===== config.mk =====
export PLATFORM = sky130hd
export DESIGN_NAME = mem_stage
export DESIGN_NICKNAME = d
export VERILOG_FILES = /design/src/rtl/mips_pkg.sv /design/src/rtl/dmem_handshake.sv /design/src/rtl/mem_stage.sv
export SDC_FILE = /design/constraint.sdc
export NUM_CORES = 1
export LEC_CHECK = 0
export CAP_MARGIN = 25
export CELL_PAD_IN_SITES_DETAIL_PLACEMENT = 0
export CELL_PAD_IN_SITES_GLOBAL_PLACEMENT = 2
export CORE_UTILIZATION = 17
export DETAILED_ROUTE_END_ITERATION = 6
export GPL_TIMING_DRIVEN = 0
export PLACE_DENSITY = 0.9
export SLEW_MARGIN = 20
export SYNTH_ARGS = -nofsm -noshare
export SYNTH_HDL_FRONTEND = slang
export SYNTH_SLANG_ARGS = --single-unit
export TNS_END_PERCENT = 1

===== constraint.sdc =====
create_clock -name CLK -period 2.9 [get_ports CLK]
set_input_delay 0.435 -clock CLK [delete_from_list [all_inputs] [get_ports CLK]]
set_output_delay 0.435 -clock CLK [all_outputs]
set_load 0.02 [all_outputs]

===== src/rtl/mips_pkg.sv =====
`default_nettype none
// ============================================================================
//  Module      : mips_pkg
//  Description : Shared types and widths for the MIPS pipeline memory stage.
//                Holds the data-memory handshake state encoding and the
//                address, data and register-index widths.
//  Revision    : 1.0  initial release
// ============================================================================
package mips_pkg;

    localparam int ADDR_W = 32;
    localparam int DATA_W = 32;
    localparam int REG_W  = 5;

    typedef enum logic [1:0] {
        ST_IDLE  = 2'd0,
        ST_BUSY  = 2'd1,
        ST_ERROR = 2'd2
    } hs_state_t;

endpackage
`default_nettype wire


===== src/rtl/dmem_handshake.sv =====
`default_nettype none
// ============================================================================
//  Module      : dmem_handshake
//  Description : Data-memory req/ack sequencer for the MEM stage. Issues one
//                request per load/store, counts ack wait cycles, raises a
//                sticky error on misaligned access or timeout, and produces
//                the upstream freeze.
//  Ports       : CLK, RESET (async, active-low)
//                i_mem_read/i_mem_write/i_addr/i_wdata : EX/MEM access fields
//                i_ack                                 : memory completion
//                o_req/o_we/o_addr/o_wdata             : memory request bus
//                o_freeze                              : stall upstream
//                o_err                                 : sticky error
//  Revision    : 1.0  initial release
// ============================================================================
module dmem_handshake
    import mips_pkg::*;
#(
    parameter int TIMEOUT_CYCLES = 255,
    parameter int CNT_W          = 8
) (
    input  logic              CLK,
    input  logic              RESET,
    input  logic              i_mem_read,
    input  logic              i_mem_write,
    input  logic [ADDR_W-1:0] i_addr,
    input  logic [DATA_W-1:0] i_wdata,
    input  logic              i_ack,
    output logic              o_req,
    output logic              o_we,
    output logic [ADDR_W-1:0] o_addr,
    output logic [DATA_W-1:0] o_wdata,
    output logic              o_freeze,
    output logic              o_err
);

    localparam logic [CNT_W-1:0] c_TIMEOUT = CNT_W'(TIMEOUT_CYCLES);

    hs_state_t        r_state;
    hs_state_t        w_state_nxt;
    logic [CNT_W-1:0] r_cnt;
    logic [CNT_W-1:0] w_cnt_nxt;
    logic [CNT_W-1:0] w_cnt_inc;
    logic             w_access;
    logic             w_misalign;
    logic             w_req;
    logic             w_err;

    assign w_access   = i_mem_read | i_mem_write;
    assign w_misalign = (i_addr[1:0] != 2'b00);
    assign w_cnt_inc  = r_cnt + CNT_W'(1);
    assign w_err      = (r_state == ST_ERROR);

    always_ff @(posedge CLK or negedge RESET) begin
        if (!RESET) begin
            r_state <= ST_IDLE;
            r_cnt   <= '0;
        end else begin
            r_state <= w_state_nxt;
            r_cnt   <= w_cnt_nxt;
        end
    end

    // The counter holds the number of cycles the request has waited so far;
    // the idle cycle that launched the request counts as the first.
    always_comb begin
        w_state_nxt = r_state;
        w_cnt_nxt   = r_cnt;
        w_req       = 1'b0;
        case (r_state)
            ST_IDLE: begin
                if (w_access) begin
                    if (w_misalign) begin
                        w_state_nxt = ST_ERROR;
                    end else begin
                        w_req = 1'b1;
                        if (!i_ack) begin
                            w_state_nxt = (TIMEOUT_CYCLES <= 1) ? ST_ERROR : ST_BUSY;
                            w_cnt_nxt   = CNT_W'(1);
                        end
                    end
                end
            end
            ST_BUSY: begin
                w_req = 1'b1;
                if (i_ack) begin
                    w_state_nxt = ST_IDLE;
                    w_cnt_nxt   = '0;
                end else if (w_cnt_inc == c_TIMEOUT) begin
                    w_state_nxt = ST_ERROR;
                end else begin
                    w_cnt_nxt = w_cnt_inc;
                end
            end
            ST_ERROR: begin
                w_state_nxt = ST_ERROR;
            end
            default: begin
                w_state_nxt = ST_IDLE;
                w_cnt_nxt   = '0;
            end
        endcase
    end

    assign o_req   = w_req;
    assign o_we    = i_mem_write;
    assign o_addr  = {i_addr[ADDR_W-1:2], 2'b00};
    assign o_wdata = i_wdata;
    assign o_err   = w_err;

    // Only an ack answering our own request releases the stall; a stray ack
    // alongside a misaligned access must not let upstream advance.
    assign o_freeze = w_err | (w_access & ~(i_ack & w_req));

endmodule
`default_nettype wire


===== src/rtl/mem_stage.sv =====
`default_nettype none
// ============================================================================
//  Module      : mem_stage
//  Description : Memory stage of the single-issue MIPS pipeline. Consumes the
//                EX/MEM register, sequences data-memory loads/stores, owns
//                the MEM/WB register and drives forwarding buses to EXE.
//  Ports       : CLK, RESET (async, active-low)
//                *1_PR          : EX/MEM pipeline register fields
//                dmem_*         : data-memory req/ack bus
//                FREEZE         : stall IF/ID/EXE
//                *1_MEM, *1_WB  : forwarding / writeback buses
//                mem_err        : sticky misalign/timeout error
//  Revision    : 1.0  initial release
// ============================================================================
module mem_stage
    import mips_pkg::*;
#(
    parameter int TIMEOUT_CYCLES = 255,
    parameter int CNT_W          = 8
) (
    input  logic              CLK,
    input  logic              RESET,
    input  logic [ADDR_W-1:0] aluResult1_PR,
    input  logic [DATA_W-1:0] readDataB1_PR,
    input  logic [REG_W-1:0]  writeRegister1_PR,
    input  logic              do_writeback1_PR,
    input  logic              MemRead1_PR,
    input  logic              MemWrite1_PR,
    input  logic              MemtoReg1_PR,
    output logic              dmem_req,
    output logic              dmem_we,
    output logic [ADDR_W-1:0] dmem_addr,
    output logic [DATA_W-1:0] dmem_wdata,
    input  logic              dmem_ack,
    input  logic [DATA_W-1:0] dmem_rdata,
    output logic              FREEZE,
    output logic [DATA_W-1:0] Data1_MEM,
    output logic [REG_W-1:0]  writeRegister1_MEM,
    output logic              do_writeback1_MEM,
    output logic [DATA_W-1:0] Data1_WB,
    output logic [REG_W-1:0]  writeRegister1_WB,
    output logic              do_writeback1_WB,
    output logic              mem_err
);

    logic [DATA_W-1:0] r_data_wb;
    logic [REG_W-1:0]  r_wreg_wb;
    logic              r_wb_wb;
    logic              w_freeze;

    dmem_handshake #(
        .TIMEOUT_CYCLES (TIMEOUT_CYCLES),
        .CNT_W          (CNT_W)
    ) u_hs (
        .CLK         (CLK),
        .RESET       (RESET),
        .i_mem_read  (MemRead1_PR),
        .i_mem_write (MemWrite1_PR),
        .i_addr      (aluResult1_PR),
        .i_wdata     (readDataB1_PR),
        .i_ack       (dmem_ack),
        .o_req       (dmem_req),
        .o_we        (dmem_we),
        .o_addr      (dmem_addr),
        .o_wdata     (dmem_wdata),
        .o_freeze    (w_freeze),
        .o_err       (mem_err)
    );

    // While frozen, push a bubble into WB but keep the data fields so the
    // last committed value stays visible on the WB forwarding bus.
    always_ff @(posedge CLK or negedge RESET) begin
        if (!RESET) begin
            r_data_wb <= '0;
            r_wreg_wb <= '0;
            r_wb_wb   <= 1'b0;
        end else if (w_freeze) begin
            r_wb_wb   <= 1'b0;
        end else begin
            r_data_wb <= MemtoReg1_PR ? dmem_rdata : aluResult1_PR;
            r_wreg_wb <= writeRegister1_PR;
            r_wb_wb   <= do_writeback1_PR;
        end
    end

    assign FREEZE             = w_freeze;
    assign Data1_MEM          = aluResult1_PR;
    assign writeRegister1_MEM = writeRegister1_PR;
    // Load data is not available yet at MEM, so loads cannot forward here.
    assign do_writeback1_MEM  = do_writeback1_PR & ~MemRead1_PR;
    assign Data1_WB           = r_data_wb;
    assign writeRegister1_WB  = r_wreg_wb;
    assign do_writeback1_WB   = r_wb_wb;

endmodule
`default_nettype wire


==> out/qor.yml <==
status: "complete, but fails checks"
violations: "design-rule violations"
core-area_um2: 18100
reg2reg_from: "u_hs.r_cnt[0]$_DFFE_PN0P_"
period_share_pct: 95.2
synth_edf_count: 0
crit_type: "in2out"
power.net_switching_mw: 0.761
placed_area_um2: 5600
critPathRequiredTime_ns: 2.47
cts_max_level: 2
initial_utilization_pct: 17.4
drc: 46
grt_pass1_vias: 2909
routed_via_density: 3.79
r2r_slack_ns: 0.37
ant_nets: 0
dieArea_um2: 19100
worstMarginPinSlew_ns: 0.977
crit_path_max_incr_delay_ns: 0.54
place_inst: 788
final_area_um2: 5800
cellLeakagePower_nw: 2.52
p_int_mw: 1.74
crit_path_end_kind: "primary output"
crit_arrival_ns: 2.33
final-hold-violation-count: 0
diodes: 0
ff2ff_path_depth: 7
die_w_um: 138
track_usage_pct: 10.6
antenna_found_initial: 0
crit_chain: "clkdlybuf4s50_1, nor2_4, nor2_1, o21bai_1, o21a_2, clkbuf_8, inv_1, clkdlybuf4s50_1"
cp-start-kind: "primary input"
cts_made_buffers: 5
clock-sinks: 48
vias: 3010
grt_util_met1_pct: 12.7
clk_pin_slew_worst_paths_ns: 0.07
ir_drop_mv: 0.211
crit_fanout: 19
netlist_area_um2: 3150
setup_viol: 0
power_density_nw_per_um2: 431
timing.final.max_slew_violations: 0
fin_skew_ns: 0.00497
final_nets: 675
place.gp.congestion: 0.743
grt_pass1_wl_um: 16000
cp-endpoint: "FREEZE"
cts_root_buf: "clkbuf_16"
max_freq_mhz: 362
num-fill-cells: 1908
io_pins: 252
syn_area_per_cell_um2: 9.22
routed_wl_um: 10100
synthArstFlopShare_pct: 100
gr-usage-met3_pct: 2.74
drive_gt1_share_pct: 22.3
use_met2_pct: 19.0
rsz0062_at_grt: "no"
cts_buffer_depth: 2
busiest_layer: "met2"
yosys_warnings: 0
synth_cell_types: 40
max_slew_margin_pct: 34.9
synth_ff_type: "dfrtp_1"
cts-hold-fix-buffers: 0
worstSkewPairLatency_ns: 0.29
pwr-share-clk_pct: 27.9
switching_share_pct: 30.4
layout_min_cycle_time_ns: 2.76
die_h_um: 138
fin_cells: 795
io_buffers: 216
crit_path_start: "MemWrite1_PR"
drt_iter0_drc: 111
slowest_stage: "clkdlybuf4s50_1"
synthToLayoutAreaGrowth_pct: 84.0
min_path_type: "in2async"
seqPwrFrac_pct: 33.2
timing.critical_path.mode_cell: "clkdlybuf4s50_1"
grt_max_degree: 49
num_rows: 49
r2r-end: "u_hs.r_cnt[5]$_DFFE_PN0P_"
p_total_mw: 2.50
wl_per_cell_um: 12.7
grt_overflow: 0
maxCapViolCount: 0
synth_cells: 342
synth_seq_cells: 48
cts_tree: "done"
dp_hpwl_um: 8040
drt_pass1_iterations: 6
pwr-share-comb_pct: 38.9
yosysSeqAreaShare_pct: 38.1
-- through the flow --
stage	util, %	hold WS, ns	worst slack, ns	setup TNS [ns]
global route	32.1	0.222	0.0250	0
global placement	31.0	0.489	-1.17	-24.89
detailed placement	31.0	0.496	-1.14	-13.25
finish	32.1	0.149	0.139	0
floorplan	-	0.139	0.572	0
CTS	32.0	0.197	0.0581	0
-- worst max-delay path, delay by kind of cell --
family,cells,cell delay [ns]
AND/OR/NAND/NOR,2,0.23
AO/OA/AOI/OAI,2,0.37
buffers and inverters,4,1.28
-- cells by family (layout without fill, tap and decap cells) --
family	Yosys count	count (layout)	synth area share [%]
other	1	2	0.119
muxes	37	37	11.9
DFF	48	48	38.1
and+or+nand+nor	73	73	11.1
xor gates and xnor gates	3	3	0.833
adders and majority gates	2	2	0.793
buffers and inverters	120	343	26.5
AOI/OAI and AO/OA	58	58	10.6
-- Yosys cell counts, types with 2 or more instances --
cell / n / area share, %
buf_4: 102 / 24
dfrtp_1: 48 / 38
nor2_1: 42 / 5.0
a21oi_1: 35 / 5.6
mux2i_1: 32 / 10
o21ai_0: 10 / 1.6
clkbuf_1: 8 / 0.95
nand2_1: 6 / 0.71
buf_1: 5 / 0.60
mux2_2: 5 / 1.8
nor2b_1: 5 / 0.99
inv_1: 4 / 0.48
nand3_1: 4 / 0.63
nor3_1: 3 / 0.48
and2_1: 2 / 0.40
ha_1: 2 / 0.79
nand2b_1: 2 / 0.40
o21a_1: 2 / 0.48
o21bai_1: 2 / 0.48
or3_1: 2 / 0.40
xnor2_1: 2 / 0.56
-- worst min-delay path by stage --
stage / end / slack, ns / depth (start not counted)
3_5_place_dp: writeRegister1_WB[3]$_DFFE_PN0N_ / 0.50 / 1
6_report: u_hs.r_cnt[7]$_DFFE_PN0P_ / 0.15 / 1
5_1_grt: writeRegister1_WB[4]$_DFFE_PN0N_ / 0.22 / 1
3_3_place_gp: writeRegister1_WB[1]$_DFFE_PN0N_ / 0.49 / 1
4_1_cts: u_hs.r_cnt[7]$_DFFE_PN0P_ / 0.20 / 1
2_1_floorplan: Data1_WB[0]$_DFFE_PN0N_ / 0.14 / 0
-- area by class of cell --
cell class | instances | area, µm² | share of cell area, %
buffer | 114 | 822 | 14.2
clock buffer | 6 | 139 | 2.39
multi-input combinational | 175 | 1130 | 19.5
sequential | 48 | 1200 | 20.7
timing repair buffer | 217 | 2170 | 37.4
inverter | 4 | 15.0 | 0.259
tap | 229 | 287 | 4.94
clock inverter | 2 | 38.8 | 0.668
-- registers in the layout, summed over array words and instances, names as in the netlist --
signal	cells
Data1_WB	32
do_writeback1_WB	1
u_hs.r_state	2
writeRegister1_WB	5
u_hs.r_cnt	8
-- per-layer routing --
layer  vias to the layer above  routed length (µm)
li1                       1497                   -
met1                      1378                4280
met2                       126                5080
met3                         9                 690
met4                         0                  80
met5                         -                   0
-- what timing repair did --
action | CTS | global route
buffers inserted | 1 | 0
endpoints found under the setup margin | 30 | 1
gates resized for setup | 5 | 2
-- power groups by stage --
| stage | clock [mW] | sequential (mW) | combinational [mW] |
|---|---|---|---|
| 2_1_floorplan | 0 | 0.969 | 0.339 |
| 3_3_place_gp | 0 | 0.841 | 0.984 |
| 3_5_place_dp | 0 | 0.845 | 0.988 |
| 4_1_cts | 0.736 | 0.832 | 0.990 |
| 5_1_grt | 0.757 | 0.844 | 1.04 |
| 6_report | 0.698 | 0.831 | 0.975 |
-- layout by cell type, fill, tap and decap left out, types with 6 or more instances in the layout --
master | netlist | layout
clkbuf_1 | 8 | 6
buf_4 | 102 | 104
nor2_1 | 42 | 41
mux2i_1 | 32 | 32
nand2_1 | 6 | 6
o21ai_0 | 10 | 10
dfrtp_1 | 48 | 48
clkdlybuf4s50_1 | 0 | 214
a21oi_1 | 35 | 35
(Power assumes the default switching activity.)
